==> src/rtl/uart.sv <==
// Memory-mapped 8N1 UART: TX FIFO + shift FSM, optional RX path.
// Define UART_RX_EN to build the receiver (sync, sampler, holding reg).
module uart #(
  parameter int TX_FIFO_DEPTH    = 8,
  parameter int BAUD_DIV_DEFAULT = 433
) (
  input  logic        clk,
  input  logic        reset_,
  input  logic        mem_sel,
  input  logic        mem_valid,
  output logic        mem_ready,
  input  logic        mem_wr,
  input  logic [11:0] mem_addr,
  input  logic [31:0] mem_wdata,
  output logic [31:0] mem_rdata,
  output logic        uart_txd,
  input  logic        uart_rxd
);

  localparam int AW = $clog2(TX_FIFO_DEPTH);

  typedef enum logic [1:0] {
    T_IDLE,
    T_START,
    T_DATA,
    T_STOP
  } tx_st_t;

  logic        r_ready;
  logic [31:0] r_rdata;
  logic [15:0] r_div;

  logic [7:0]  r_fifo [TX_FIFO_DEPTH];
  logic [AW:0] r_wp;
  logic [AW:0] r_rp;

  tx_st_t      r_tst;
  logic [15:0] r_tcnt;
  logic [2:0]  r_tbit;
  logic [7:0]  r_tsh;
  logic        r_txd;

  logic        w_acc;
  logic        w_wr;
  logic        w_rd;
  logic        w_sel_data;
  logic        w_sel_stat;
  logic        w_sel_div;
  logic        w_full;
  logic        w_empty;
  logic        w_push;
  logic        w_pop;
  logic        w_tx_empty;
  logic [7:0]  w_head;
  logic [31:0] w_rdata;

  logic [7:0]  w_rx_byte;
  logic        w_rx_valid;
  logic        w_rx_ovr;

  logic        w_unused;

  assign w_unused = ^{mem_addr[1:0], mem_wdata[31:16]};

  assign w_acc      = mem_valid & mem_sel & ~r_ready;
  assign w_wr       = w_acc & mem_wr;
  assign w_rd       = w_acc & ~mem_wr;
  assign w_sel_data = (mem_addr[11:2] == 10'd0);
  assign w_sel_stat = (mem_addr[11:2] == 10'd1);
  assign w_sel_div  = (mem_addr[11:2] == 10'd2);

  assign w_empty = (r_wp == r_rp);
  assign w_full  = (r_wp[AW] != r_rp[AW]) &&
                   (r_wp[AW-1:0] == r_rp[AW-1:0]);
  // Full is judged before any same-cycle pop
  assign w_push  = w_wr & w_sel_data & ~w_full;
  assign w_pop   = ~w_empty &
                   ((r_tst == T_IDLE) |
                    ((r_tst == T_STOP) && (r_tcnt == 16'd0)));
  assign w_head  = r_fifo[r_rp[AW-1:0]];

  assign w_tx_empty = w_empty & (r_tst == T_IDLE);

  assign mem_ready = r_ready;
  assign mem_rdata = r_rdata;
  assign uart_txd  = r_txd;

  always_ff @(posedge clk) begin
    if (w_push) r_fifo[r_wp[AW-1:0]] <= mem_wdata[7:0];
  end

  always_ff @(posedge clk or negedge reset_) begin
    if (!reset_) begin
      r_wp <= '0;
      r_rp <= '0;
    end else begin
      if (w_push) r_wp <= r_wp + 1'b1;
      if (w_pop)  r_rp <= r_rp + 1'b1;
    end
  end

  always_ff @(posedge clk or negedge reset_) begin
    if (!reset_) begin
      r_tst  <= T_IDLE;
      r_tcnt <= '0;
      r_tbit <= '0;
      r_tsh  <= '0;
      r_txd  <= 1'b1;
    end else begin
      unique case (r_tst)
        T_IDLE: begin
          if (w_pop) begin
            r_tst  <= T_START;
            r_tsh  <= w_head;
            r_tcnt <= r_div;
            r_txd  <= 1'b0;
          end
        end
        T_START: begin
          if (r_tcnt != 16'd0) begin
            r_tcnt <= r_tcnt - 16'd1;
          end else begin
            r_tst  <= T_DATA;
            r_tcnt <= r_div;
            r_tbit <= 3'd0;
            r_txd  <= r_tsh[0];
            r_tsh  <= {1'b0, r_tsh[7:1]};
          end
        end
        T_DATA: begin
          if (r_tcnt != 16'd0) begin
            r_tcnt <= r_tcnt - 16'd1;
          end else begin
            r_tcnt <= r_div;
            if (r_tbit == 3'd7) begin
              r_tst <= T_STOP;
              r_txd <= 1'b1;
            end else begin
              r_tbit <= r_tbit + 3'd1;
              r_txd  <= r_tsh[0];
              r_tsh  <= {1'b0, r_tsh[7:1]};
            end
          end
        end
        T_STOP: begin
          if (r_tcnt != 16'd0) begin
            r_tcnt <= r_tcnt - 16'd1;
          end else if (w_pop) begin
            // Chain straight into the next frame
            r_tst  <= T_START;
            r_tsh  <= w_head;
            r_tcnt <= r_div;
            r_txd  <= 1'b0;
          end else begin
            r_tst <= T_IDLE;
          end
        end
        default: r_tst <= T_IDLE;
      endcase
    end
  end

`ifdef UART_RX_EN
  typedef enum logic [1:0] {
    R_IDLE,
    R_START,
    R_DATA,
    R_STOP
  } rx_st_t;

  logic [2:0]  r_sync;
  rx_st_t      r_rst;
  logic [15:0] r_rcnt;
  logic [2:0]  r_rbit;
  logic [7:0]  r_rsh;
  logic [7:0]  r_rbyte;
  logic        r_rvalid;
  logic        r_rovr;

  logic        w_rx_in;
  logic        w_fall;
  logic [16:0] w_div1;
  logic [15:0] w_half;
  logic        w_rx_done;
  logic        w_rd_data;
  logic        w_clr_ovr;

  assign w_rx_in   = r_sync[1];
  assign w_fall    = r_sync[2] & ~r_sync[1];
  assign w_div1    = {1'b0, r_div} + 17'd1;
  assign w_half    = w_div1[16:1];
  assign w_rx_done = (r_rst == R_STOP) && (r_rcnt == 16'd0) && w_rx_in;
  assign w_rd_data = w_rd & w_sel_data;
  assign w_clr_ovr = w_wr & w_sel_stat & mem_wdata[3];

  assign w_rx_byte  = r_rbyte;
  assign w_rx_valid = r_rvalid;
  assign w_rx_ovr   = r_rovr;

  always_ff @(posedge clk or negedge reset_) begin
    if (!reset_) r_sync <= 3'b111;
    else         r_sync <= {r_sync[1:0], uart_rxd};
  end

  always_ff @(posedge clk or negedge reset_) begin
    if (!reset_) begin
      r_rst  <= R_IDLE;
      r_rcnt <= '0;
      r_rbit <= '0;
      r_rsh  <= '0;
    end else begin
      unique case (r_rst)
        R_IDLE: begin
          if (w_fall) begin
            r_rst  <= R_START;
            r_rcnt <= w_half;
          end
        end
        R_START: begin
          if (r_rcnt > 16'd1) begin
            r_rcnt <= r_rcnt - 16'd1;
          end else if (w_rx_in) begin
            r_rst <= R_IDLE;
          end else begin
            r_rst  <= R_DATA;
            r_rcnt <= r_div;
            r_rbit <= 3'd0;
          end
        end
        R_DATA: begin
          if (r_rcnt != 16'd0) begin
            r_rcnt <= r_rcnt - 16'd1;
          end else begin
            r_rsh  <= {w_rx_in, r_rsh[7:1]};
            r_rcnt <= r_div;
            if (r_rbit == 3'd7) r_rst <= R_STOP;
            else                r_rbit <= r_rbit + 3'd1;
          end
        end
        R_STOP: begin
          if (r_rcnt != 16'd0) r_rcnt <= r_rcnt - 16'd1;
          else                 r_rst  <= R_IDLE;
        end
        default: r_rst <= R_IDLE;
      endcase
    end
  end

  always_ff @(posedge clk or negedge reset_) begin
    if (!reset_) begin
      r_rbyte  <= '0;
      r_rvalid <= 1'b0;
      r_rovr   <= 1'b0;
    end else begin
      if (w_clr_ovr) r_rovr <= 1'b0;
      // A byte landing on a DATA read wins and is not an overrun
      if (w_rx_done) begin
        r_rbyte  <= r_rsh;
        r_rvalid <= 1'b1;
        if (r_rvalid & ~w_rd_data) r_rovr <= 1'b1;
      end else if (w_rd_data) begin
        r_rvalid <= 1'b0;
      end
    end
  end
`else
  logic w_unused_rx;

  assign w_unused_rx = uart_rxd;
  assign w_rx_byte   = '0;
  assign w_rx_valid  = 1'b0;
  assign w_rx_ovr    = 1'b0;
`endif

  always_comb begin
    w_rdata = '0;
    unique case (1'b1)
      w_sel_data: w_rdata = {24'd0, w_rx_byte};
      w_sel_stat: w_rdata = {28'd0, w_rx_ovr, w_rx_valid,
                             w_tx_empty, w_full};
      w_sel_div:  w_rdata = {16'd0, r_div};
      default:    w_rdata = '0;
    endcase
  end

  always_ff @(posedge clk or negedge reset_) begin
    if (!reset_) begin
      r_ready <= 1'b0;
      r_rdata <= '0;
      r_div   <= 16'(BAUD_DIV_DEFAULT);
    end else begin
      r_ready <= w_acc;
      r_rdata <= w_rd ? w_rdata : 32'd0;
      if (w_wr & w_sel_div) r_div <= mem_wdata[15:0];
    end
  end

endmodule

==> config.mk <==
export PLATFORM = sky130hd
export DESIGN_NAME = uart
export DESIGN_NICKNAME = d
export VERILOG_FILES = /design/src/rtl/uart.sv
export SDC_FILE = /design/constraint.sdc
export NUM_CORES = 1
export LEC_CHECK = 0
export CAP_MARGIN = 15
export CORE_ASPECT_RATIO = 0.5
export CORE_MARGIN = 10
export CORE_UTILIZATION = 59
export CTS_CLUSTER_SIZE = 40
export DETAILED_ROUTE_END_ITERATION = 6
export PLACE_DENSITY = 0.85
export SLEW_MARGIN = 0
export SYNTH_ARGS = -nofsm -noshare
export SYNTH_HDL_FRONTEND = slang
export SYNTH_SLANG_ARGS = --single-unit
==> constraint.sdc <==
create_clock -name clk -period 3.9 [get_ports clk]
set_input_delay 0.39 -clock clk [delete_from_list [all_inputs] [get_ports clk]]
set_output_delay 0.39 -clock clk [all_outputs]
set_load 0.01 [all_outputs]
==> results of run 1 <==
[synth_stat cells (2+ instances only)]
master    number  area share (%)
buf_2          6            0.48
o211ai_1       2            0.24
nand3_1        6            0.48
mux2_2        24             4.3
inv_1          9            0.54
a31oi_1        4            0.40
buf_4         16             1.9
nor2b_1        2            0.20
clkbuf_1      14            0.84
mux2i_1       23             3.7
xnor2_1       11             1.5
nand2_1       21             1.3
a211oi_1       2            0.24
o22ai_1       13             1.3
and3_1         2            0.20
o32ai_1        2            0.28
edfxtp_1      64              31
nor3_1         6            0.48
xor2_1        11             1.5
a21oi_1       13             1.0
mux2_1         2            0.36
a22o_1         3            0.42
nand4_1        4            0.40
o21ai_0       13             1.0
mux4_2        16             5.8
nand2b_1       7            0.70
or2_2          2            0.20
a32oi_1        4            0.56
buf_1          2            0.12
dfrtp_1       65              26
nor4_1         8            0.80
and2_1        16             1.6
ha_1          11             2.2
dfstp_2        6             2.5
nor2_1        36             2.2
or3_1          3            0.30
[registers in the layout, indices dropped and copies added, names as in the netlist]
| name | cells |
|---|---|
| r_fifo | 64 |
| mem_rdata | 16 |
| r_div | 16 |
| r_tcnt | 16 |
| r_tsh | 8 |
| r_rp | 4 |
| r_wp | 4 |
| r_tbit | 3 |
| r_tst | 2 |
| mem_ready | 1 |
| uart_txd | 1 |
[metal layers]
metal  vias to the layer above  GRT usage (%)  wire [um]
met2                       120          30.40       6809
met4                         0          7.849        233
li1                       1828              -          -
met1                      2001          22.14       5595
met5                         -              0          0
met3                        21          5.124        926
[logic make-up after synthesis]
logic type      Yosys count  share of synthesized area (%)
fa+ha+maj                11                          2.202
compound gates           67                          7.346
flops                   135                          59.29
other cells               1                        0.05999
buf+inv                  47                          3.903
mux                      65                          14.13
simple gates            120                          9.988
xor+xnor                 22                          3.082
[path summary, 6_finish.rpt]
kind,slack [ps],startpoint,depth (start not counted),end
worst max-delay path,870,r_tcnt[2],6,r_tsh[3]
worst min-delay path,100,reset_,1,r_tsh[4]
worst max register to register,870,r_tcnt[2],6,r_tsh[3]
worst min register to register,490,uart_txd,2,uart_txd
max in group asynchronous,2810,reset_,2,r_div[7]
min in group clk,490,uart_txd,2,uart_txd
[stage by stage]
stage	std cells	setup slack, ps
after floorplan	483	1437
after global placement	643	890.6
after detailed placement	643	717.8
after CTS	675	841.5
after global routing	675	656.0
final	675	871.1
[power by group]
group / total [uW] / switching, uW / leakage, uW / internal [uW]
combinational: 1870 / 1040 / 0.00120 / 831
sequential: 1820 / 178 / 0.00151 / 1640
clock: 1490 / 615 / 0.000263 / 879
total: 5180 / 1840 / 0.00298 / 3350
[worst max-delay path: cells and delay by family (launching register included)]
kind / cells / cell delay (ps)
and+or+nand+nor: 3 / 1360
AOI/OAI and AO/OA: 2 / 680
DFF: 1 / 450
muxes: 1 / 410
[layout make-up]
type                       count  area share, %
sequential                   135          50.25
multi-input combinational    301          31.96
timing repair buffer          58          7.465
clock buffer                  18          5.819
tap                          140          2.375
clock inverter                14          1.663
inverter                       9         0.4581
==> key figures, run 1 <==
Run status
  • Outcome: finished clean

Critical path
  • Slowest cell delay on critical path: ~700 ps
  • CP cell instances: nor4_1, and2_1, and2_1, o21ai_2, a221oi_4, mux2_2
  • CP required: between 4000 and 5000 ps
  • CP Capture Type: register
  • Critical setup path kind: reg -> reg
  • Startpoint Class: register
  • Crit-path max FO: 11
  • Crit path top cell by count: and2_1
  • Slowest CP cell: nor4_1
  • Critical Path AT: 3330 ps

Power and ir drop
  • Tot Pwr: slightly above 5000 uW
  • Leakage: 0.002977 uW
  • Maximum vdd drop: a little over 400 uV
  • Pwr Density: 702.9 nW/um^2

Clock network
  • Hold buffers post-CTS: 0
  • H-tree levels: 4
  • CTS Buffer Depth: 2
  • CTS tree: built
  • Post_cts resized: 0
  • Postcts setup bufs: 0
  • Root buf cell: clkbuf_16
  • Worst skew pair latency: 420 ps
  • Clk sink count: 135
  • CTS buffer count: 17
  • Clk slew on worst S/H paths: around 60 ps

Worst hold path
  • HP Class: in -> async

Finish
  • Commonest non-fill, non-tap cell in the layout: dfrtp_1
  • Cell area after layout: 7375 um^2
  • Sequential cell area: 3706 um^2
  • Commonest non-fill, non-tap cells in the layout: 65 x dfrtp_1, 64 x edfxtp_1, 47 x clkdlybuf4s50_1
  • Nets: 583
  • Post-layout util: 71.74%
  • Filler cells: ~670
  • Share of layout cells above drive strength 1: 17.20%
  • Area occupied by multi-input gates: 2357 um^2
  • Area grow syn2layout: 17.97%
  • Diodes inserted: 0

Route
  • DRT iter0 DRCs: 302
  • Post-route ant nets: 0
  • Wirelength per Cell: between 20 and 25 um
  • Final WL: 13560 um
  • DR pass1 iterations: 4
  • Residual DRC: 0
  • Vias per std cell: 5.881
  • DR vias: 3970

Timing
  • Crit share post-route: 77.66%
  • Slew HR: approximately a third
  • Fin Setup TNS: 0 ps
  • Final setup fails: 0
  • Max Freq: 0.3302 GHz
  • Final Hold Viols: 0
  • Final period demand of the worst path: roughly 3000 ps
  • Clk_skew: approximately 7.8 ps
  • Fin Hold WS: 97.77 ps
  • Tightest Pin Transition: 992.1 ps
  • Max Slew Vio Count: 0
  • Unrepaired setup endpoints after global routing: false

GRT
  • GR Overflow Total: 0
  • Largest net degree at the start of global routing: 39
  • Global-route wire length before repair: ~22000 um
  • Vias in the first global route: 4116
  • All-Layer GR Usage: 18.34%
  • Initial antenna violation count: 0

Floorplan
  • DIE AREA: between 15000 and 20000 um^2
  • Core area: 10280 um^2
  • Row count: 26
  • # IOs: 84
  • Die span in y: 92.79 um
  • Die X: around 170 um
  • Initial core utilization: about three fifths

Logic synthesis
  • Number of flops mapped to enable cells by yosys: 64
  • Post-Syn Instances: between 400 and 500
  • Synth unique cells: 55
  • Seq/Total Area, Yosys: around 60%
  • Mean post-synth cell area: approximately 13 um^2
  • Main synth FF type: dfrtp_1
  • Register bit total from synthesis: 135
  • Mapped Area: 6251 um^2
  • Yosys warnings: 0
  • Asr flop ratio synth: 52.59%

Place
  • HPWL after DPL: 8980 um
  • Port Buf Inserts: 48
  • Final GP Congestion: a little over 0.8
  • DP Area: 6823 um^2

Run
  • MaxCap Viol Count: 0
Note: power is estimated with default switching activity, not from simulation.
==> run 2, diff against run 1 <==
--- a/config.mk
+++ b/config.mk
@@ -8,10 +8,10 @@
 export CAP_MARGIN = 15
 export CORE_ASPECT_RATIO = 0.5
 export CORE_MARGIN = 10
-export CORE_UTILIZATION = 59
+export CORE_UTILIZATION = 55
 export CTS_CLUSTER_SIZE = 40
 export DETAILED_ROUTE_END_ITERATION = 6
-export PLACE_DENSITY = 0.85
+export PLACE_DENSITY = 0.8
 export SLEW_MARGIN = 0
 export SYNTH_ARGS = -nofsm -noshare
 export SYNTH_HDL_FRONTEND = slang
==> constraint.sdc (replaced) <==
create_clock -name clk -period 3.04 [get_ports clk]
set_input_delay 0.304 -clock clk [delete_from_list [all_inputs] [get_ports clk]]
set_output_delay 0.304 -clock clk [all_outputs]
set_load 0.01 [all_outputs]
==> run 2 against run 1 <==
Fmax rose by 8.9%. Flip-flop and latch count is the same. Hold slack better by 390 ps. First-iteration DRC count decreased by 5.6%. Setup slack worse by 610 ps. Via count is 0.25% higher. Global-route usage down 1.6 points. Register-to-register slack worse by 610 ps. Design area rose by 1.6%. Critical path type unchanged. Highest routed layer unchanged.
==> key figures, run 2 (synthesized netlist as in run 1, its figures left out) <==
GRT
  • GR Overflow Total: 0
  • Global-route wire length before repair: 20960 um
  • Met2 GRT Util: 28.10%
  • Largest net degree at the start of global routing: 36
  • Met3 Use GR: 4.617%
  • Grt met1 use: around a fifth
  • Initial antenna violation count: 0
  • All-Layer GR Usage: 16.72%
  • Vias in the first global route: between 3000 and 4000
  • Layer with the highest usage: met2

Worst hold path
  • HP Class: reg -> reg
  • Hold Startpoint: r_rp[3]

Timing
  • Fin Hold WS: 484.2 ps
  • Max Slew Vio Count: 0
  • Fin Setup TNS: 0 ps
  • Final period demand of the worst path: 2782 ps
  • Unrepaired setup endpoints after global routing: false
  • Final Hold Viols: 0
  • Slew HR: 48.43%
  • Tightest Pin Transition: between 700 and 800 ps
  • Max Freq: 0.3595 GHz
  • Final setup fails: 0
  • Clk_skew: 6.452 ps
  • Crit share post-route: 91.51%

Place
  • Final GP Congestion: 0.8265
  • HPWL after DPL: 8783 um
  • Port Buf Inserts: 48

Clock network
  • Post_cts resized: 0
  • CTS tree: built
  • CTS Buffer Depth: 2
  • Root buf cell: clkbuf_16
  • Clk sink count: 135
  • Worst skew pair latency: 420 ps
  • H-tree levels: 4
  • CTS buffer count: 17
  • Clk slew on worst S/H paths: 60 ps

Floorplan
  • Initial core utilization: 56.59%
  • Row count: 27
  • Die span in y: 95.39 um
  • DIE AREA: 16290 um^2
  • # IOs: between 80 and 90
  • Core area: 11050 um^2
  • Die X: about 170 um

Route
  • Final WL: 13160 um
  • Residual DRC: 0
  • DR pass1 iterations: 5
  • Post-route ant nets: 0
  • Wirelength per Cell: 18.98 um
  • DR vias: 3980
  • Vias per std cell: 5.743
  • DRT iter0 DRCs: ~290

Critical path
  • Slowest CP cell: or4_4
  • Critical setup path kind: reg -> reg
  • Critical Path AT: 3080 ps
  • Crit-path max FO: 8
  • Worst setup path startpoint: r_tcnt[10]
  • Worst path top cell family by delay: simple AND/OR/NAND/NOR gates
  • Buf/Inv on CP: 0
  • CP required: 3340 ps
  • CP cell instances: or4_4, nor4b_4, and2_1, o21ai_2, a221oi_4, mux2_2
  • Slowest cell delay on critical path: 600 ps
  • Worst r2r src: r_tcnt[10]
  • Startpoint Class: register
  • CP Capture Type: register

Power and ir drop
  • Tot Pwr: 6710 uW
  • Pwr Density: between 800 and 900 nW/um^2
  • Leakage: slightly above 0.003 uW
  • Maximum vdd drop: 487.3 uV

Finish
  • Diodes inserted: 0
  • Commonest non-fill, non-tap cells in the layout: 65 x dfrtp_1, 64 x edfxtp_1, 47 x clkdlybuf4s50_1
  • Filler cells: 749
  • Share of layout cells above drive strength 1: 18.43%
  • Nets: between 500 and 600
  • Area grow syn2layout: 19.84%
  • Commonest non-fill, non-tap cell in the layout: dfrtp_1
  • Largest register FFs: 64

Run status
  • Outcome: finished clean

Run
  • MaxCap Viol Count: 0
==> run 2: area by class of cell <==
| cell class | instances | area (um^2) | area share (%) |
|---|---|---|---|
| Sequential cell | 135 | 3706 | 49.47 |
| Multi-Input combinational cell | 301 | 2357 | 31.47 |
| Timing Repair Buffer | 71 | 650.6 | 8.685 |
| Clock buffer | 19 | 432.9 | 5.779 |
| Tap cell | 145 | 181.4 | 2.422 |
| Clock inverter | 13 | 128.9 | 1.720 |
| Inverter | 9 | 33.78 | 0.4510 |
==> run 2: timing repair <==
item	4_1_cts	5_1_grt
setup buffers	0	0
hold buffers	1	0
hold endpoints to repair	29	0
setup endpoints to repair	0	0
==> run 2: path summary, 6_finish.rpt <==
check,slack (ps),endpoint,depth (start not counted)
worst max-delay path,260,r_tsh[4],6
worst min-delay path,480,r_rp[3],1
worst max register to register,260,r_tsh[4],6
worst min register to register,480,r_rp[3],1
max in group asynchronous,1680,r_div[7],3
min in group asynchronous,500,r_tst[0],2
==> run 2: metrics by stage <==
step	cells	worst slack [ps]	instance area, um^2	util (%)
finish	693	258.0	7491	67.81
global route	693	152.0	7491	67.81
CTS	693	263.0	7491	67.81
detailed placement	660	270.6	6919	62.63
global placement	660	395.2	6919	62.63
floorplan	483	577.3	6307	-
==> run 2: power by group <==
group          leakage [uW]  internal [uW]  switching [uW]
Clock              0.000264           1200             766
Sequential          0.00151           2100             186
Combinational       0.00127           1100            1360
==> run 2: layer usage <==
layer | routed length (um) | share of wire [%]
met4 | 194 | 1.5
met5 | 0 | 0
met3 | 697 | 5.3
met2 | 6588 | 50
met1 | 5674 | 43
